### config.mk
export PLATFORM = sky130hd
export DESIGN_NAME = vga_timing_bar
export DESIGN_NICKNAME = d
export VERILOG_FILES = /design/src/rtl/vga_timing_bar.sv
export SDC_FILE = /design/constraint.sdc
export NUM_CORES = 1
export LEC_CHECK = 0
export BUFFER_PORTS_ARGS = -buffer_cell sky130_fd_sc_hd__buf_2
export CORE_UTILIZATION = 50
export CTS_CLUSTER_SIZE = 12
export DETAILED_ROUTE_END_ITERATION = 8
export PLACE_DENSITY = 0.72
export SYNTH_ARGS = -nofsm -noshare
export SYNTH_HDL_FRONTEND = slang
export SYNTH_SLANG_ARGS = --single-unit
### constraint.sdc
create_clock -name clk -period 7.85 [get_ports clk]
set_input_delay 0.785 -clock clk [delete_from_list [all_inputs] [get_ports clk]]
set_output_delay 0.785 -clock clk [all_outputs]
set_load 0.1 [all_outputs]
### src/rtl/vga_timing_bar.sv
// ---------------------------------------------------------------------------
// vga_timing_bar
//
// Single-clock VGA timing generator with a song-progress bar overlay.
// A clock-enable divider (CLK_DIV clk cycles per pixel) stands in for a
// separate pixel clock. Each pixel period the output registers take
// sync, data-enable, coordinates and colour computed from the current
// (h, v) counter position. All outputs are therefore aligned with each
// other and change one clk after the counter state they describe.
//
// The progress value and pause flag are sampled once per frame at the
// start of vertical blanking (h == 0, v == V_ACTIVE), so a frame is never
// drawn with a mix of old and new inputs. While paused, the filled part
// of the bar alternates green / yellow every BLINK_FRAMES frames.
//
// Optional feature (compile-time macro):
//   VGA_BORDER_EN  - when defined, the outermost ring of active pixels is
//                    drawn white, overriding the bar and the background.
//
// Ports:
//   clk          in   system clock
//   rst_n        in   asynchronous active-low reset
//   progress     in   [7:0] song progress 0..255
//   song_pause   in   1 = playback paused
//   pix_en       out  one-clk pulse per pixel period (new pixel on outputs)
//   hsync        out  horizontal sync, active level HS_POL
//   vsync        out  vertical sync, active level VS_POL
//   de           out  active-video flag
//   xpos, ypos   out  [9:0] coordinate of the displayed pixel (0 when de=0)
//   frame_start  out  one-clk pulse when pixel (0,0) is output
//   R, G, B      out  [COLOR_W-1:0] colour channels
//
// Counters and coordinates are 10 bits wide, so H_TOTAL and V_TOTAL must
// not exceed 1024.
// ---------------------------------------------------------------------------
module vga_timing_bar #(
   parameter int H_ACTIVE     = 640,
   parameter int H_FP         = 16,
   parameter int H_SYNC       = 96,
   parameter int H_BP         = 48,
   parameter int V_ACTIVE     = 480,
   parameter int V_FP         = 10,
   parameter int V_SYNC       = 2,
   parameter int V_BP         = 33,
   parameter int CLK_DIV      = 4,
   parameter int HS_POL       = 0,
   parameter int VS_POL       = 0,
   parameter int COLOR_W      = 4,
   parameter int BAR_Y0       = 400,
   parameter int BAR_H        = 16,
   parameter int BLINK_FRAMES = 30
) (
   input  logic               clk,
   input  logic               rst_n,
   input  logic [7:0]         progress,
   input  logic               song_pause,
   output logic               pix_en,
   output logic               hsync,
   output logic               vsync,
   output logic               de,
   output logic [9:0]         xpos,
   output logic [9:0]         ypos,
   output logic               frame_start,
   output logic [COLOR_W-1:0] R,
   output logic [COLOR_W-1:0] G,
   output logic [COLOR_W-1:0] B
);

   localparam int H_TOTAL = H_ACTIVE + H_FP + H_SYNC + H_BP;
   localparam int V_TOTAL = V_ACTIVE + V_FP + V_SYNC + V_BP;
   localparam int DIV_W   = (CLK_DIV > 1) ? $clog2(CLK_DIV) : 1;
   localparam int BLK_W   = (BLINK_FRAMES > 1) ? $clog2(BLINK_FRAMES) : 1;

   localparam logic [DIV_W-1:0] DIV_LAST_C   = DIV_W'(CLK_DIV - 1);
   localparam logic [BLK_W-1:0] BLINK_LAST_C = BLK_W'(BLINK_FRAMES - 1);
   localparam logic [9:0]       H_LAST_C     = 10'(H_TOTAL - 1);
   localparam logic [9:0]       V_LAST_C     = 10'(V_TOTAL - 1);
   localparam logic [9:0]       H_ACT_C      = 10'(H_ACTIVE);
   localparam logic [9:0]       V_ACT_C      = 10'(V_ACTIVE);
   localparam logic [9:0]       H_MAX_C      = 10'(H_ACTIVE - 1);
   localparam logic [9:0]       V_MAX_C      = 10'(V_ACTIVE - 1);
   localparam logic [9:0]       HS_START_C   = 10'(H_ACTIVE + H_FP);
   localparam logic [9:0]       HS_STOP_C    = 10'(H_ACTIVE + H_FP + H_SYNC);
   localparam logic [9:0]       VS_START_C   = 10'(V_ACTIVE + V_FP);
   localparam logic [9:0]       VS_STOP_C    = 10'(V_ACTIVE + V_FP + V_SYNC);
   localparam logic [9:0]       BAR_TOP_C    = 10'(BAR_Y0);
   localparam logic [9:0]       BAR_END_C    = 10'(BAR_Y0 + BAR_H);
   localparam logic [17:0]      H_ACT_W_C    = 18'(H_ACTIVE);
   localparam logic             HS_ACT_C     = (HS_POL != 0);
   localparam logic             VS_ACT_C     = (VS_POL != 0);

   localparam logic [COLOR_W-1:0] ONES_C = '1;
   // Only the channel MSB set: mid grey.
   localparam logic [COLOR_W-1:0] GREY_C = ONES_C ^ (ONES_C >> 1);

   // Sync level for a counter position relative to its pulse window.
   function automatic logic sync_level(input logic [9:0] pos,
                                       input logic [9:0] start,
                                       input logic [9:0] stop,
                                       input logic       act);
      if ((pos >= start) && (pos < stop)) begin
         sync_level = act;
      end else begin
         sync_level = ~act;
      end
   endfunction

   // Counter / latch state
   logic [DIV_W-1:0]   div_cnt_r;
   logic [9:0]         h_cnt_r;
   logic [9:0]         v_cnt_r;
   logic [7:0]         prog_q_r;
   logic               pause_q_r;
   logic               phase_r;
   logic [BLK_W-1:0]   blink_cnt_r;

   // Registered outputs
   logic               pix_en_r;
   logic               hsync_r;
   logic               vsync_r;
   logic               de_r;
   logic [9:0]         xpos_r;
   logic [9:0]         ypos_r;
   logic               frame_start_r;
   logic [COLOR_W-1:0] r_r;
   logic [COLOR_W-1:0] g_r;
   logic [COLOR_W-1:0] b_r;

   // Combinational next values
   logic               tick_s;
   logic               h_last_s;
   logic               v_last_s;
   logic [9:0]         h_nxt_s;
   logic [9:0]         v_nxt_s;
   logic               latch_s;
   logic [BLK_W-1:0]   blink_nxt_s;
   logic               phase_nxt_s;
   logic               de_s;
   logic               hsync_s;
   logic               vsync_s;
   logic               in_bar_s;
   logic               border_s;
   logic [17:0]        product_s;
   logic [9:0]         fill_w_s;
   logic [COLOR_W-1:0] r_s;
   logic [COLOR_W-1:0] g_s;
   logic [COLOR_W-1:0] b_s;

   assign tick_s = (div_cnt_r == DIV_LAST_C);

   // Next counter positions and the once-per-frame latch strobe.
   always_comb begin
      h_last_s = (h_cnt_r == H_LAST_C);
      v_last_s = (v_cnt_r == V_LAST_C);
      h_nxt_s  = h_cnt_r;
      v_nxt_s  = v_cnt_r;
      if (tick_s) begin
         if (h_last_s) begin
            h_nxt_s = 10'd0;
            if (v_last_s) begin
               v_nxt_s = 10'd0;
            end else begin
               v_nxt_s = v_cnt_r + 10'd1;
            end
         end else begin
            h_nxt_s = h_cnt_r + 10'd1;
         end
      end else begin
         h_nxt_s = h_cnt_r;
         v_nxt_s = v_cnt_r;
      end
      // Start of vertical blanking: nothing visible is being drawn.
      latch_s = tick_s && (h_cnt_r == 10'd0) && (v_cnt_r == V_ACT_C);
   end

   // Blink counter and phase update, evaluated against the new pause value.
   always_comb begin
      blink_nxt_s = blink_cnt_r;
      phase_nxt_s = phase_r;
      if (latch_s) begin
         if (song_pause) begin
            if (blink_cnt_r == BLINK_LAST_C) begin
               blink_nxt_s = '0;
               phase_nxt_s = ~phase_r;
            end else begin
               blink_nxt_s = blink_cnt_r + BLK_W'(1);
               phase_nxt_s = phase_r;
            end
         end else begin
            blink_nxt_s = '0;
            phase_nxt_s = 1'b0;
         end
      end else begin
         blink_nxt_s = blink_cnt_r;
         phase_nxt_s = phase_r;
      end
   end

   // Pixel value for the current counter position.
   always_comb begin
      de_s      = (h_cnt_r < H_ACT_C) && (v_cnt_r < V_ACT_C);
      hsync_s   = sync_level(h_cnt_r, HS_START_C, HS_STOP_C, HS_ACT_C);
      vsync_s   = sync_level(v_cnt_r, VS_START_C, VS_STOP_C, VS_ACT_C);
      in_bar_s  = (v_cnt_r >= BAR_TOP_C) && (v_cnt_r < BAR_END_C);
      product_s = 18'(prog_q_r) * H_ACT_W_C;
      // Full scale maps to the whole line so a finished song has no gap.
      if (prog_q_r == 8'd255) begin
         fill_w_s = H_ACT_C;
      end else begin
         fill_w_s = 10'(product_s >> 8);
      end
`ifdef VGA_BORDER_EN
      border_s = de_s && ((h_cnt_r == 10'd0) || (h_cnt_r == H_MAX_C) ||
                          (v_cnt_r == 10'd0) || (v_cnt_r == V_MAX_C));
`else
      border_s = 1'b0;
`endif
      r_s = '0;
      g_s = '0;
      b_s = '0;
      if (border_s) begin
         r_s = ONES_C;
         g_s = ONES_C;
         b_s = ONES_C;
      end else if (de_s && in_bar_s) begin
         if (h_cnt_r < fill_w_s) begin
            g_s = ONES_C;
            b_s = '0;
            if (pause_q_r && phase_r) begin
               r_s = ONES_C;
            end else begin
               r_s = '0;
            end
         end else begin
            r_s = GREY_C;
            g_s = GREY_C;
            b_s = GREY_C;
         end
      end else begin
         r_s = '0;
         g_s = '0;
         b_s = '0;
      end
   end

   // Clock-enable divider and raster counters.
   always_ff @(posedge clk or negedge rst_n) begin
      if (!rst_n) begin
         div_cnt_r <= '0;
         h_cnt_r   <= 10'd0;
         v_cnt_r   <= 10'd0;
      end else begin
         if (tick_s) begin
            div_cnt_r <= '0;
         end else begin
            div_cnt_r <= div_cnt_r + DIV_W'(1);
         end
         h_cnt_r <= h_nxt_s;
         v_cnt_r <= v_nxt_s;
      end
   end

   // Per-frame input latch and blink state.
   always_ff @(posedge clk or negedge rst_n) begin
      if (!rst_n) begin
         prog_q_r    <= 8'd0;
         pause_q_r   <= 1'b0;
         blink_cnt_r <= '0;
         phase_r     <= 1'b0;
      end else begin
         if (latch_s) begin
            prog_q_r  <= progress;
            pause_q_r <= song_pause;
         end
         blink_cnt_r <= blink_nxt_s;
         phase_r     <= phase_nxt_s;
      end
   end

   // Output registers, loaded once per pixel period.
   always_ff @(posedge clk or negedge rst_n) begin
      if (!rst_n) begin
         pix_en_r      <= 1'b0;
         frame_start_r <= 1'b0;
         hsync_r       <= ~HS_ACT_C;
         vsync_r       <= ~VS_ACT_C;
         de_r          <= 1'b0;
         xpos_r        <= 10'd0;
         ypos_r        <= 10'd0;
         r_r           <= '0;
         g_r           <= '0;
         b_r           <= '0;
      end else begin
         pix_en_r      <= tick_s;
         frame_start_r <= tick_s && (h_cnt_r == 10'd0) && (v_cnt_r == 10'd0);
         if (tick_s) begin
            hsync_r <= hsync_s;
            vsync_r <= vsync_s;
            de_r    <= de_s;
            xpos_r  <= de_s ? h_cnt_r : 10'd0;
            ypos_r  <= de_s ? v_cnt_r : 10'd0;
            r_r     <= r_s;
            g_r     <= g_s;
            b_r     <= b_s;
         end
      end
   end

   assign pix_en      = pix_en_r;
   assign frame_start = frame_start_r;
   assign hsync       = hsync_r;
   assign vsync       = vsync_r;
   assign de          = de_r;
   assign xpos        = xpos_r;
   assign ypos        = ypos_r;
   assign R           = r_r;
   assign G           = g_r;
   assign B           = b_r;

endmodule

==> reports/results.tsv, run 1 <==
stage	metric	value	unit
synthesis	synthCells	335	
sta	skew	10.8	ps
synthesis	syn_area	0.00361	mm²
global_routing	grt_first_pass_wirelength	12.3	mm
floorplanning	num_rows	30	
place	port_buffers	44	
sta	min_period_over_period	0.456	
floorplanning	die_w	87.0	µm
status	outcome	finished clean	
critical_path	arrival	3820	ps
drt	vias	2686	
synthesis	yosysUniqueCellTypes	58	
critical_path	cp-startpoint	prog_q_r[3]	
drt	dr.pass1.iters	4	
drt	ant_nets	0	
place	gp_congestion	0.820	
floorplanning	core_area	0.00687	mm²
pwr	pwr-share-clk	0.446	
pwr	swShare	0.230	
cts	cts_sinks	67	
layout	fin_cells	472	
floorplanning	fp.dieH	87.0	µm
sta	timing.fmax	0.279	GHz
layout	syn2layout_area_growth	12.3	%
pwr	p_seq_frac	0.529	
sta	tns	0	ps
sta	hold_violations	0	
synthesis	synth_top_family_by_area	simple AND/OR/NAND/NOR gates	
critical_path	worst-path-max-fanout	5	
layout	mostFrequentLayoutCell	dfrtp_1	
critical_path	crit_path_end_kind	register	
cts	clk_root_buffer_cell	clkbuf_8	
drt	drcViolationCount	0	
layout	final_cell_mix	65 x dfrtp_1, 44 x buf_2, 28 x ha_1	
pwr	power.switching	150	µW
synthesis	ys.flop_type	dfrtp_1	
cts	insertion_delay	350	ps
cts	clockBufferDepth	2	
floorplanning	io_pins	48	
sta	relSlewSlack	0.327	
critical_path	required	8090	ps
critical_path	reg2reg_depth	12	
synthesis	postSynth.asyncResetShare	1.00	
cts	cts_setup_buffers	0	
pwr	ir_drop	0.0732	mV
synthesis	synth_simple_gate_area_frac	0.163	
cts	cts.htree.levels	3	
synthesis	synth_top_cell_by_area	dfrtp_1	
synthesis	yosysSeqAreaShare	0.465	
critical_path	crit_type	reg -> reg	
critical_path	crit_end	G[2]	
cts	cts_tree	done	
global_routing	antenna_found_initial	0	
global_routing	grtUsageTotal	0.211	
pwr	p_leak	0.00197	µW
layout	drive_gt1_frac	0.221	
drt	vias_per_cell	5.69	
critical_path	worst-path-stages	12	
pwr	p_comb_frac	0.025	
worst_hold_path	hold_path_class	reg -> reg	
critical_path	crit_buf_inv	0	
synthesis	synth-compound-area-share	0.156	
global_routing	grt_max_degree	68	
synthesis	syn_avg_cell_area	10.8	µm²
synthesis	synth_xor_area_frac	0.0339	
drt	drt-initial-drc-count	94	
cts	clkSlewWorstSetupHoldPaths	80	ps
cts	cts-hold-fix-buffers	0	
job	maxCapViolCount	0	
critical_path	start_kind	register	
floorplanning	dieArea	0.00757	mm²
sta	fin_crit	3580	ps
layout	nNetsFinal	411	
synthesis	ys_top_cells_by_area	dfrtp_1 45%, ha_1 9.7%, a22o_1 4.6%	
cts	postCtsResizedCells	0	
critical_path	reg2reg_from	prog_q_r[3]	
sta	maxSlewViolCount	0	
critical_path	cp_top_family	adder cells	
synthesis	synth.area.mux_share	0.0336	
critical_path	r2r_end	G[2]	
synthesis	synthAdderAreaFrac	0.103	
synthesis	synth-seq-cells	67	
pwr	p_per_area	161	mW/mm²
synthesis	yosysTopAreaCellShare	0.450	
synthesis	synth_edf_count	0	
critical_path	cpMostUsedCell	ha_1	
critical_path	max_stage_delay	430	ps
global_routing	grt-ovfl-total	0	
critical_path	critPathSlowestCell	dfrtp_1	
place	dpl.hpwl	5.10	mm
drt	totalWireLength	7.15	mm
critical_path	r2r_slack	4270	ps
floorplanning	start_util	0.526	
sta	rsz0062_at_grt	no	
synthesis	synth_warnings	0	
cts	cts_buffers	9	
layout	diodes	0	
place	placed_cells	456	
drt	wire_per_inst	15.2	µm
pwr	p_int	503	µW
sta	tightest_slew	1000	ps
sta	setup_viol	0	
global_routing	grt_pass1_vias	2567	
critical_path	crit_chain	ha_1 -> ha_1 -> fa_1 -> a21o_1 -> a21oi_1 -> o211ai_1 -> mux2_2 -> ha_1 -> and4_1 -> o211ai_1 -> or2_2 -> a32o_1	
[cell families (layout without fill, tap and decap cells)]
logic type                 count (synthesis)  after routing
other                                      1              3
xor gates and xnor gates                  14             14
and+or+nand+nor                          102            102
AOI/OAI and AO/OA                         78             78
adders and majority gates                 29             29
muxes                                     11             11
DFF                                       67             67
buffers and inverters                     33             72
[through the flow]
stage	area (µm²)	setup slack, ps	util	power (µW)	hold WS [ps]
2_1_floorplan	3620	4510	-	361	403
3_3_place_gp	3850	4400	0.561	369	414
3_5_place_dp	3850	4270	0.561	369	428
4_1_cts	4060	4260	0.591	659	440
5_1_grt	4060	4090	0.591	676	453
6_report	4060	4270	0.591	653	433
[per-layer routing]
metal	share of wire	GRT usage	up-vias
li1	-	-	1316
met1	0.49	0.287	1304
met2	0.47	0.333	56
met3	0.034	0.0464	10
met4	0.0088	0.0742	0
met5	0	0	-
[Yosys cell counts, drive strengths merged (6+ instances only)]
library cell	n
nand2	22
mux2	9
buf	11
nor2	14
a22o	19
o21ai	14
a21oi	10
a21o	7
nand4	10
nand3	11
nor4	7
and4	6
xnor2	10
inv	11
clkbuf	11
ha	28
dfrtp	65
[sequential cells by signal, indices dropped and copies added (netlist names), 2 cells and up]
name and flops:
G 2, h_cnt_r 10, v_cnt_r 10, R 2, ypos 10, div_cnt_r 2, prog_q_r 8, blink_cnt_r 5
xpos 10
[cell type report]
cell class	instances	area [µm²]
fill	592	2810
timing repair buffer	45	228
multi-input combinational	237	1790
inverter	11	41.3
tap	96	120
clock buffer	10	138
clock inverter	6	65.1
sequential	67	1680
[how the worst min path moves through the flow]
stage	startpoint	endpoint	slack, ps	cells past startpoint
floorplan	div_cnt_r[0]	div_cnt_r[0]	400	1
global placement	div_cnt_r[0]	div_cnt_r[0]	410	1
finish	div_cnt_r[0]	div_cnt_r[0]	430	1
detailed placement	div_cnt_r[0]	div_cnt_r[0]	430	1
global route	div_cnt_r[0]	div_cnt_r[0]	450	1
CTS	div_cnt_r[0]	div_cnt_r[0]	440	1
[power groups by stage]
stage | combinational, µW | clock, µW | sequential, µW
2_1_floorplan | 8.28 | 0 | 352
3_3_place_gp | 17.1 | 0 | 352
3_5_place_dp | 17.1 | 0 | 352
4_1_cts | 17.1 | 296 | 346
5_1_grt | 18.7 | 312 | 346
6_report | 16.4 | 291 | 346
Note: power is estimated with default switching activity, not from simulation.
==> run 2, diff against run 1 <==
Settings changed: PLACE_DENSITY 0.72 to 0.74.
Clock period 7.85 ns to 3 ns, I/O delays scaled along.
==> reports/results.tsv, run 2 (same netlist as run 1, synthesis figures left out) <==
stage	metric	value	unit	change
critical_path	cp-startpoint	prog_q_r[1]		
cts	cts_tree	done		
layout	syn2layout_area_growth	18.9	%	
critical_path	max_stage_delay	380	ps	-50 ps
sta	fin_crit	3190	ps	-389 ps
layout	design_area	0.00430	mm²	+5.9%
sta	maxSlewViolCount	0		unchanged
sta	relSlewSlack	0.370		+0.0430
pwr	p_per_area	407	mW/mm²	+150%
job	maxCapViolCount	0		unchanged
cts	cts_buffers	9		unchanged
layout	final_core_util	0.625		+0.0348
critical_path	crit_buf_inv	0		unchanged
layout	final_cell_mix	65 x dfrtp_1, 44 x buf_2, 24 x ha_1		
drt	vias_per_cell	5.69		about the same
drt	vias	2809		+4.6%
global_routing	grt-ovfl-total	0		unchanged
sta	holdWs	185	ps	-248 ps
place	port_buffers	44		unchanged
pwr	p_leak	0.00209	µW	+6.1%
pwr	ir_drop	0.234	mV	+220%
sta	timing.fmax	0.313	GHz	+12%
sta	rsz0062_at_grt	yes		
drt	dr.pass1.iters	4		unchanged
layout	multi_input_area	0.00185	mm²	+3.6%
critical_path	crit_path_end_kind	register		
critical_path	critPathSlowestCell	dfrtp_1		
floorplanning	fp.dieH	87.0	µm	unchanged
drt	drcViolationCount	0		unchanged
sta	skew	10.7	ps	-0.144 ps
global_routing	grt_max_degree	29		-57%
sta	setup_viol	4		+4
critical_path	start_kind	register		
sta	tightest_slew	936	ps	-64.8 ps
floorplanning	core_area	0.00687	mm²	unchanged
floorplanning	io_pins	48		unchanged
place	pre_cts_ws	-158	ps	-4420 ps
global_routing	grt_pass1_vias	2659		+3.6%
critical_path	worst-path-max-fanout	3		-2
place	dpl_cell_area	0.00400	mm²	+3.7%
floorplanning	dieArea	0.00757	mm²	unchanged
status	outcome	complete, but fails checks		
critical_path	cp_top_family	adder cells		
layout	diodes	0		unchanged
floorplanning	start_util	0.526		unchanged
critical_path	crit_chain	ha_1 -> ha_2 -> fa_2 -> a21o_1 -> a21oi_2 -> o211ai_1 -> mux2_4 -> ha_4 -> and4_4 -> o211ai_1 -> or2_4 -> a32o_1		
layout	seqCellArea	0.00168	mm²	unchanged
worst_hold_path	min_from	progress[6]		
critical_path	crit_type	reg -> reg		
layout	mostFrequentLayoutCell	dfrtp_1		
drt	totalWireLength	7.46	mm	+4.3%
layout	fillers	560		-5.4%
critical_path	required	3230	ps	-4860 ps
place	gp_congestion	0.802		-2.1%
critical_path	reg2reg_from	prog_q_r[1]		
global_routing	antenna_found_initial	0		unchanged
cts	cts_sinks	67		unchanged
critical_path	cpMostUsedCell	o211ai_1		
sta	min_period_over_period	1.06		+0.608
global_routing	grtUsageTotal	0.217		+0.00547
floorplanning	num_rows	30		unchanged
status	violations	setup timing		
cts	clockBufferDepth	2		unchanged
drt	wire_per_inst	15.1	µm	-0.34%
drt	ant_nets	0		unchanged
layout	nNetsFinal	433		+5.4%
cts	clkSlewWorstSetupHoldPaths	70	ps	about the same
layout	drive_gt1_frac	0.279		+0.0581
place	dpl.hpwl	5.28	mm	+3.6%
drt	drt-initial-drc-count	154		+64%
cts	clk_root_buffer_cell	clkbuf_8		
sta	fin_ws	-192	ps	-4460 ps
cts	cts.htree.levels	3		unchanged
sta	hold_violations	0		unchanged
floorplanning	die_w	87.0	µm	unchanged
worst_hold_path	hold_path_class	in -> reg		
cts	insertion_delay	340	ps	about the same
critical_path	arrival	3430	ps	-390 ps
global_routing	grt_first_pass_wirelength	12.5	mm	+1.9%
[run 2: per-stage QoR]
stage / setup TNS [ps] / total power (µW) / cells
3_3_place_gp: -122 / 967 / 472
2_1_floorplan: -132 / 944 / 337
4_1_cts: -242 / 1760 / 493
3_5_place_dp: -411 / 968 / 472
6_report: -489 / 1750 / 494
5_1_grt: -990 / 1810 / 494
[run 2: routing by layer]
metal | GRT usage | wire length (µm)
met2 | 0.344 | 3500
met1 | 0.283 | 3460
met3 | 0.0578 | 370
met4 | 0.0833 | 129
met5 | 0 | 0
[run 2: area by class of cell]
cell class	instances	share of cell area
multi-input combinational	237	0.431
sequential	67	0.391
timing repair buffer	67	0.0920
clock buffer	11	0.0306
tap	96	0.0280
clock inverter	5	0.0181
inverter	11	0.00961
[run 2: timing repair]
action	in CTS	in global routing
setup endpoints to repair	4	4
resized for setup	5	2
hold endpoints to repair	16	0
gates cloned	0	0
setup buffers	4	1
pin swaps	2	1
hold buffers	1	0
[run 2: worst paths after layout]
path	end	slack, ps	cells past startpoint
min in group asynchronous	blink_cnt_r[4]	420	2
hold / removal	prog_q_r[6]	180	2
hold reg to reg	div_cnt_r[0]	430	1
setup / recovery	G[2]	-190	12
max in group asynchronous	xpos[5]	1880	3
setup reg to reg	G[2]	-190	12
[run 2: where the power goes]
group	leakage [µW]	switching [µW]	internal [µW]	total, µW
sequential	0.000876	0.855	904	905
clock	0.000103	332	466	798
combinational	0.00111	36.9	8.13	45.1
total	0.00209	370	1380	1750
